File: src/rtl/ex_mem_stage_reg_pkg.sv
// Shared encodings for the EX->MEM stage register: stage-state codes, stall/write-enable levels, NOP address.
package ex_mem_stage_reg_pkg;

    typedef enum logic [1:0] {
        ST_IDLE   = 2'b00,
        ST_PASS   = 2'b01,
        ST_BUBBLE = 2'b10,
        ST_HOLD   = 2'b11
    } stage_state_t;

    localparam logic STOP    = 1'b1;
    localparam logic NO_STOP = 1'b0;
    localparam logic WE_ON   = 1'b1;
    localparam logic WE_OFF  = 1'b0;

    localparam int unsigned NOP_REG_ADDR = 0;

    function automatic logic is_stalled_state(input stage_state_t s);
        return (s == ST_BUBBLE) || (s == ST_HOLD);
    endfunction

endpackage

File: src/rtl/ex_mem_stage_reg_stall_ctr_sat.sv
// Saturating up-counter; sticks at all-ones until rst. Counts on the edge where i_inc is high.
// Latency: 1 cycle from i_inc to o_cnt. No backpressure.
module stall_ctr_sat #(
    parameter int W = 16
) (
    input  logic         clk,
    input  logic         rst,
    input  logic         i_inc,
    output logic [W-1:0] o_cnt
);

    logic [W-1:0] r_cnt;

    always_ff @(posedge clk) begin
        if (rst) begin
            r_cnt <= '0;
        end else if (i_inc && (r_cnt != {W{1'b1}})) begin
            r_cnt <= r_cnt + W'(1);
        end
    end

    assign o_cnt = r_cnt;

endmodule

File: src/rtl/ex_mem_stage_reg.sv
// EX->MEM pipeline register with flush, bubble/hold decode and multi-cycle accumulator loopback; optional stall counter under EX_MEM_STALL_CNT_EN.
// Latency: 1 cycle ex_* -> mem_*. Backpressure: stall[STAGE_IDX+1] holds MEM contents, stall[STAGE_IDX] alone inserts a bubble.
import ex_mem_stage_reg_pkg::*;

module ex_mem_stage_reg #(
    parameter int DATA_W    = 32,
    parameter int ADDR_W    = 5,
    parameter int CNT_W     = 2,
    parameter int STALL_W   = 6,
    parameter int STAGE_IDX = 3
) (
    input  logic                clk,
    input  logic                rst,
    input  logic [STALL_W-1:0]  stall,
    input  logic                flush,
    input  logic                ex_valid,
    input  logic [ADDR_W-1:0]   ex_wd,
    input  logic                ex_wreg,
    input  logic [DATA_W-1:0]   ex_wdata,
    input  logic [DATA_W-1:0]   ex_hi,
    input  logic [DATA_W-1:0]   ex_lo,
    input  logic                ex_whilo,
    input  logic [2*DATA_W-1:0] acc_i,
    input  logic [CNT_W-1:0]    cnt_i,
    output logic                mem_valid,
    output logic [ADDR_W-1:0]   mem_wd,
    output logic                mem_wreg,
    output logic [DATA_W-1:0]   mem_wdata,
    output logic [DATA_W-1:0]   mem_hi,
    output logic [DATA_W-1:0]   mem_lo,
    output logic                mem_whilo,
    output logic [2*DATA_W-1:0] acc_o,
    output logic [CNT_W-1:0]    cnt_o,
    output logic [1:0]          stage_state,
    output logic [15:0]         stall_cycles
);

    typedef struct packed {
        logic              valid;
        logic [ADDR_W-1:0] wd;
        logic              wreg;
        logic [DATA_W-1:0] wdata;
        logic [DATA_W-1:0] hi;
        logic [DATA_W-1:0] lo;
        logic              whilo;
    } mem_bundle_t;

    stage_state_t      r_state;
    stage_state_t      w_next_state;
    mem_bundle_t       r_mem;
    mem_bundle_t       w_ex_bundle;
    mem_bundle_t       w_nop_bundle;
    logic [2*DATA_W-1:0] r_acc;
    logic [CNT_W-1:0]  r_cnt;
    logic              w_ex_stop;
    logic              w_mem_stop;
    logic              w_take_ex;
    logic              w_loop_acc;
    logic              w_insert_nop;
    logic              w_unused_stall;

    // Only the EX and MEM bits matter; the rest of the vector is deliberately ignored.
    assign w_ex_stop      = (stall[STAGE_IDX]   == STOP);
    assign w_mem_stop     = (stall[STAGE_IDX+1] == STOP);
    assign w_unused_stall = ^stall;

    assign w_ex_bundle = '{valid: ex_valid, wd: ex_wd, wreg: ex_wreg, wdata: ex_wdata,
                           hi: ex_hi, lo: ex_lo, whilo: ex_whilo};
    assign w_nop_bundle = '{valid: 1'b0, wd: ADDR_W'(NOP_REG_ADDR), wreg: WE_OFF, wdata: '0,
                            hi: '0, lo: '0, whilo: WE_OFF};

    always_ff @(posedge clk) begin
        if (rst) begin
            r_state <= ST_IDLE;
        end else begin
            r_state <= w_next_state;
        end
    end

    always_comb begin
        w_next_state = ST_IDLE;
        if (flush) begin
            w_next_state = ST_IDLE;
        end else if (!w_ex_stop) begin
            w_next_state = ex_valid ? ST_PASS : ST_IDLE;
        end else if (w_mem_stop) begin
            w_next_state = ST_HOLD;
        end else begin
            w_next_state = ST_BUBBLE;
        end
    end

    always_comb begin
        w_take_ex    = 1'b0;
        w_loop_acc   = 1'b0;
        w_insert_nop = 1'b0;
        if (!flush) begin
            if (!w_ex_stop) begin
                w_take_ex = 1'b1;
            end else begin
                w_loop_acc   = 1'b1;
                w_insert_nop = !w_mem_stop;
            end
        end
    end

    // Flush and reset both drop any in-flight multi-cycle result; no partial writeback.
    always_ff @(posedge clk) begin
        if (rst || flush) begin
            r_mem <= '0;
            r_acc <= '0;
            r_cnt <= '0;
        end else if (w_take_ex) begin
            r_mem <= w_ex_bundle;
            r_acc <= '0;
            r_cnt <= '0;
        end else if (w_loop_acc) begin
            r_acc <= acc_i;
            r_cnt <= cnt_i;
            if (w_insert_nop) begin
                r_mem <= w_nop_bundle;
            end
        end
    end

    assign mem_valid   = r_mem.valid;
    assign mem_wd      = r_mem.wd;
    assign mem_wreg    = r_mem.wreg;
    assign mem_wdata   = r_mem.wdata;
    assign mem_hi      = r_mem.hi;
    assign mem_lo      = r_mem.lo;
    assign mem_whilo   = r_mem.whilo;
    assign acc_o       = r_acc;
    assign cnt_o       = r_cnt;
    assign stage_state = r_state;

`ifdef EX_MEM_STALL_CNT_EN
    logic w_stall_inc;

    // Counts cycles that end stalled; flush lands in IDLE so it neither counts nor clears.
    assign w_stall_inc = !rst && is_stalled_state(w_next_state);

    stall_ctr_sat #(
        .W(16)
    ) u_stall_ctr (
        .clk   (clk),
        .rst   (rst),
        .i_inc (w_stall_inc),
        .o_cnt (stall_cycles)
    );
`else
    assign stall_cycles = '0;
`endif

endmodule
File: config.mk
export PLATFORM = sky130hd
export DESIGN_NAME = ex_mem_stage_reg
export DESIGN_NICKNAME = d
export VERILOG_FILES = /design/src/rtl/ex_mem_stage_reg_pkg.sv /design/src/rtl/ex_mem_stage_reg_stall_ctr_sat.sv /design/src/rtl/ex_mem_stage_reg.sv
export SDC_FILE = /design/constraint.sdc
export NUM_CORES = 1
export LEC_CHECK = 0
export CORE_AREA = 2 2 143 145
export DETAILED_ROUTE_END_ITERATION = 16
export DIE_AREA = 0 0 145 147
export GPL_TIMING_DRIVEN = 0
export PLACE_DENSITY_LB_ADDON = 0.15
export SKIP_CTS_REPAIR_TIMING = 1
export SLEW_MARGIN = 15
export SYNTH_ARGS = -nofsm -noshare
export SYNTH_HDL_FRONTEND = slang
export SYNTH_SLANG_ARGS = --single-unit
File: constraint.sdc
create_clock -name clk -period 2.5 [get_ports clk]
set_input_delay 0.75 -clock clk [delete_from_list [all_inputs] [get_ports clk]]
set_output_delay 0.75 -clock clk [all_outputs]
set_load 0.005 [all_outputs]
==> results.cfg, run 1 <==
[outcome]
status = completed

[power_and_ir_drop]
irDropWorstVdd_v = 0.000432
comb_power_share_pct = 12.2
pwr-share-clk_pct = 42.0
powerDensity_mw_per_mm2 = 586
seq_power_share_pct = 45.8
intPower_mw = 4.67
switching_share_pct = 25.0
p_leak_nw = 3.85
switchingPower_mw = 1.56

[global_routing]
gr-total-overflow = 0
antenna_found_initial = 1
grt_pass1_vias = 5482
grt_pass1_wl_mm = 30.3
grt_max_degree = 19
grtUsageTotal_pct = 18.0

[sta]
rsz0062_at_grt = false
setup_viol = 0
final_hold_viol_count = 0
finalCriticalPeriod_ns = 2.07
max_freq_mhz = 482
slew_headroom_pct = 65.6
hold_ws_ns = 0.465
setup_tns_ns = 0
worstMarginPinSlew_ns = 0.516
clock_skew_ns = 0
slew_violations = 0
final.setup.worst_slack_ns = 0.425
fin_crit_sh_pct = 83.0

[clock_tree]
cts_max_level = 4
cts_tree = built
clockRootBuffer = clkbuf_16
clkLatencyLatePin_ns = 0.42
cts_sinks = 172
numCtsBuffers = 17
clk_pin_slew_ns = 0.07
clockBufferDepth = 2

[worst_hold_path]
min_path_cells = 2
hp-class = flip-flop to flip-flop

[synth]
yosys_warnings = 0
synth-seq-cells = 172
syn_inst = 625
syn_area_per_cell_um2 = 9.87
yosysUniqueCellTypes = 14
yosysTopAreaCellShare_pct = 55.8
synth_seq_area_share_pct = 55.8
synth.area.top_cells = dfxtp_1, nand2b_1, nand3_1
syn_area_mm2 = 0.00617
synth.largest_area_cell = dfxtp_1

[placed_design]
gp_congestion = 0.756
place_ws_ns = 0.195
io_buffers = 345
dp_hpwl_mm = 14.8

[finish]
areaGrowthSynthToFinish_pct = 72.0
drive_above_1_share_pct = 12.8
layout_commonest_cell = clkdlybuf4s50_1
final_util_pct = 53.5
finalNetCount = 1183
layout_common_cells = clkdlybuf4s50_1, dfxtp_1, nand2b_1, nand3_1, and2_1

[drt]
wl_mm = 19.2
drt_iter0_markers = 188
detail_route.vias_per_cell = 4.29
first_pass_iters = 4
ant_nets = 0
drc = 0
avgRoutedWirePerCell_um = 14.9
vias = 5523

[setup_path]
slowest_stage = clkdlybuf4s50_1
path_delay_family = buffers and inverters
crit_chain = clkdlybuf4s50_1
cp_num_cells = 1
end_kind = output port
r2r_setup_slack_ns = 1.84
max_stage_delay_ns = 0.54
path_max_fanout = 2
worst_setup_path_start_kind = flip-flop
reg2regPathDepth = 2
crit_buf_inv = 1
crit_type = flip-flop to output port
worstPathArrival_ns = 1.32
required_ns = 1.75

[die]
start_util_pct = 31.1
die-area_mm2 = 0.0213
die_w_um = 145
core-area_mm2 = 0.0198
die_h_um = 147
num_rows = 52
io_pins = 367

[flow_run]
maxCapViolCount = 0
-- registers in the layout, indices dropped and copies added (netlist names) --
signal,flops
mem_lo,32
mem_wreg,1
mem_wdata,32
acc_o,64
stage_state,2
mem_hi,32
mem_valid,1
mem_whilo,1
mem_wd,5
cnt_o,2
-- tightest hold or removal path: cells and delay by family, from the launching register on --
family           cells  cell delay (ns)
AO/OA/AOI/OAI        1             0.05
flip-flops           1             0.31
AND/OR/NAND/NOR      1             0.06
-- cell usage after synthesis --
master and number:
buf_2 23, nand3_1 104, a21oi_1 55, a21oi_2 50, conb_1 1, clkbuf_1 23
nand2b_1 104, buf_6 6, or2_1 1, buf_4 18, dfxtp_1 172, nand2_1 1
and2_1 66, nor3b_2 1
-- per-layer routing --
metal	vias to the layer above	global-route usage (%)	wire, um
met5	-	0	0
met4	0	5.69	324
met3	20	6.68	1630
met2	224	30.8	9470
met1	2491	21.1	7820
li1	2788	-	-
-- cell families after synthesis --
| family | count (synthesis) | synth area share [%] |
|---|---|---|
| AND/OR/NAND/NOR | 277 | 26.0 |
| flip-flops | 172 | 55.8 |
| AO/OA/AOI/OAI | 105 | 11.6 |
| buffers and inverters | 70 | 6.55 |
| other | 1 | 0.0608 |
-- final timing paths --
check                      from            end
hold reg to reg      mem_lo[11]     mem_lo[11]
setup reg to reg      mem_hi[1]      mem_hi[1]
setup / recovery  mem_wdata[23]  mem_wdata[23]
hold / removal       mem_lo[11]     mem_lo[11]
-- power by group through the flow --
stage	clock, mW	combinational (mW)	sequential (mW)
finish	2.61	0.758	2.85
global route	2.80	0.825	2.86
CTS	2.69	0.768	2.85
detailed placement	0	0.764	2.91
global placement	0	0.766	2.91
floorplan	0	0.256	2.92
-- per-stage QoR --
step | area (um2) | power [mW] | std cells
2_1_floorplan | 6230 | 3.18 | 640
3_3_place_gp | 10000 | 3.67 | 1255
3_5_place_dp | 10000 | 3.68 | 1255
4_1_cts | 10600 | 6.30 | 1287
5_1_grt | 10600 | 6.49 | 1288
6_report | 10600 | 6.22 | 1288
-- area by class of cell --
type | count | area [um2]
repair buffers | 345 | 3450
clock inverters | 14 | 155
clock buffers | 18 | 439
fillers | 1867 | 9230
flip-flops and latches | 172 | 3440
well taps | 270 | 338
plain buffers | 70 | 404
diodes | 1 | 2.50
multi-input cells | 398 | 2380
Note: power is estimated with default switching activity, not from simulation.
==> run 2: changes to the inputs <==
==> constraint.sdc (replaced) <==
create_clock -name clk -period 2.2 [get_ports clk]
set_input_delay 0.66 -clock clk [delete_from_list [all_inputs] [get_ports clk]]
set_output_delay 0.66 -clock clk [all_outputs]
set_load 0.005 [all_outputs]
==> results of run 2 <==
The final DEF is identical to that of run 1. Status: completed.
Main changes from that run: setup slack after placement 0.195 ns -> -0.0148 ns; setup slack after layout 0.425 ns -> 0.215 ns; register-to-register setup slack 1.84 ns -> 1.54 ns; total power 6.22 mW -> 7.07 mW; worst IR drop on VDD 0.000432 V -> 0.000490 V
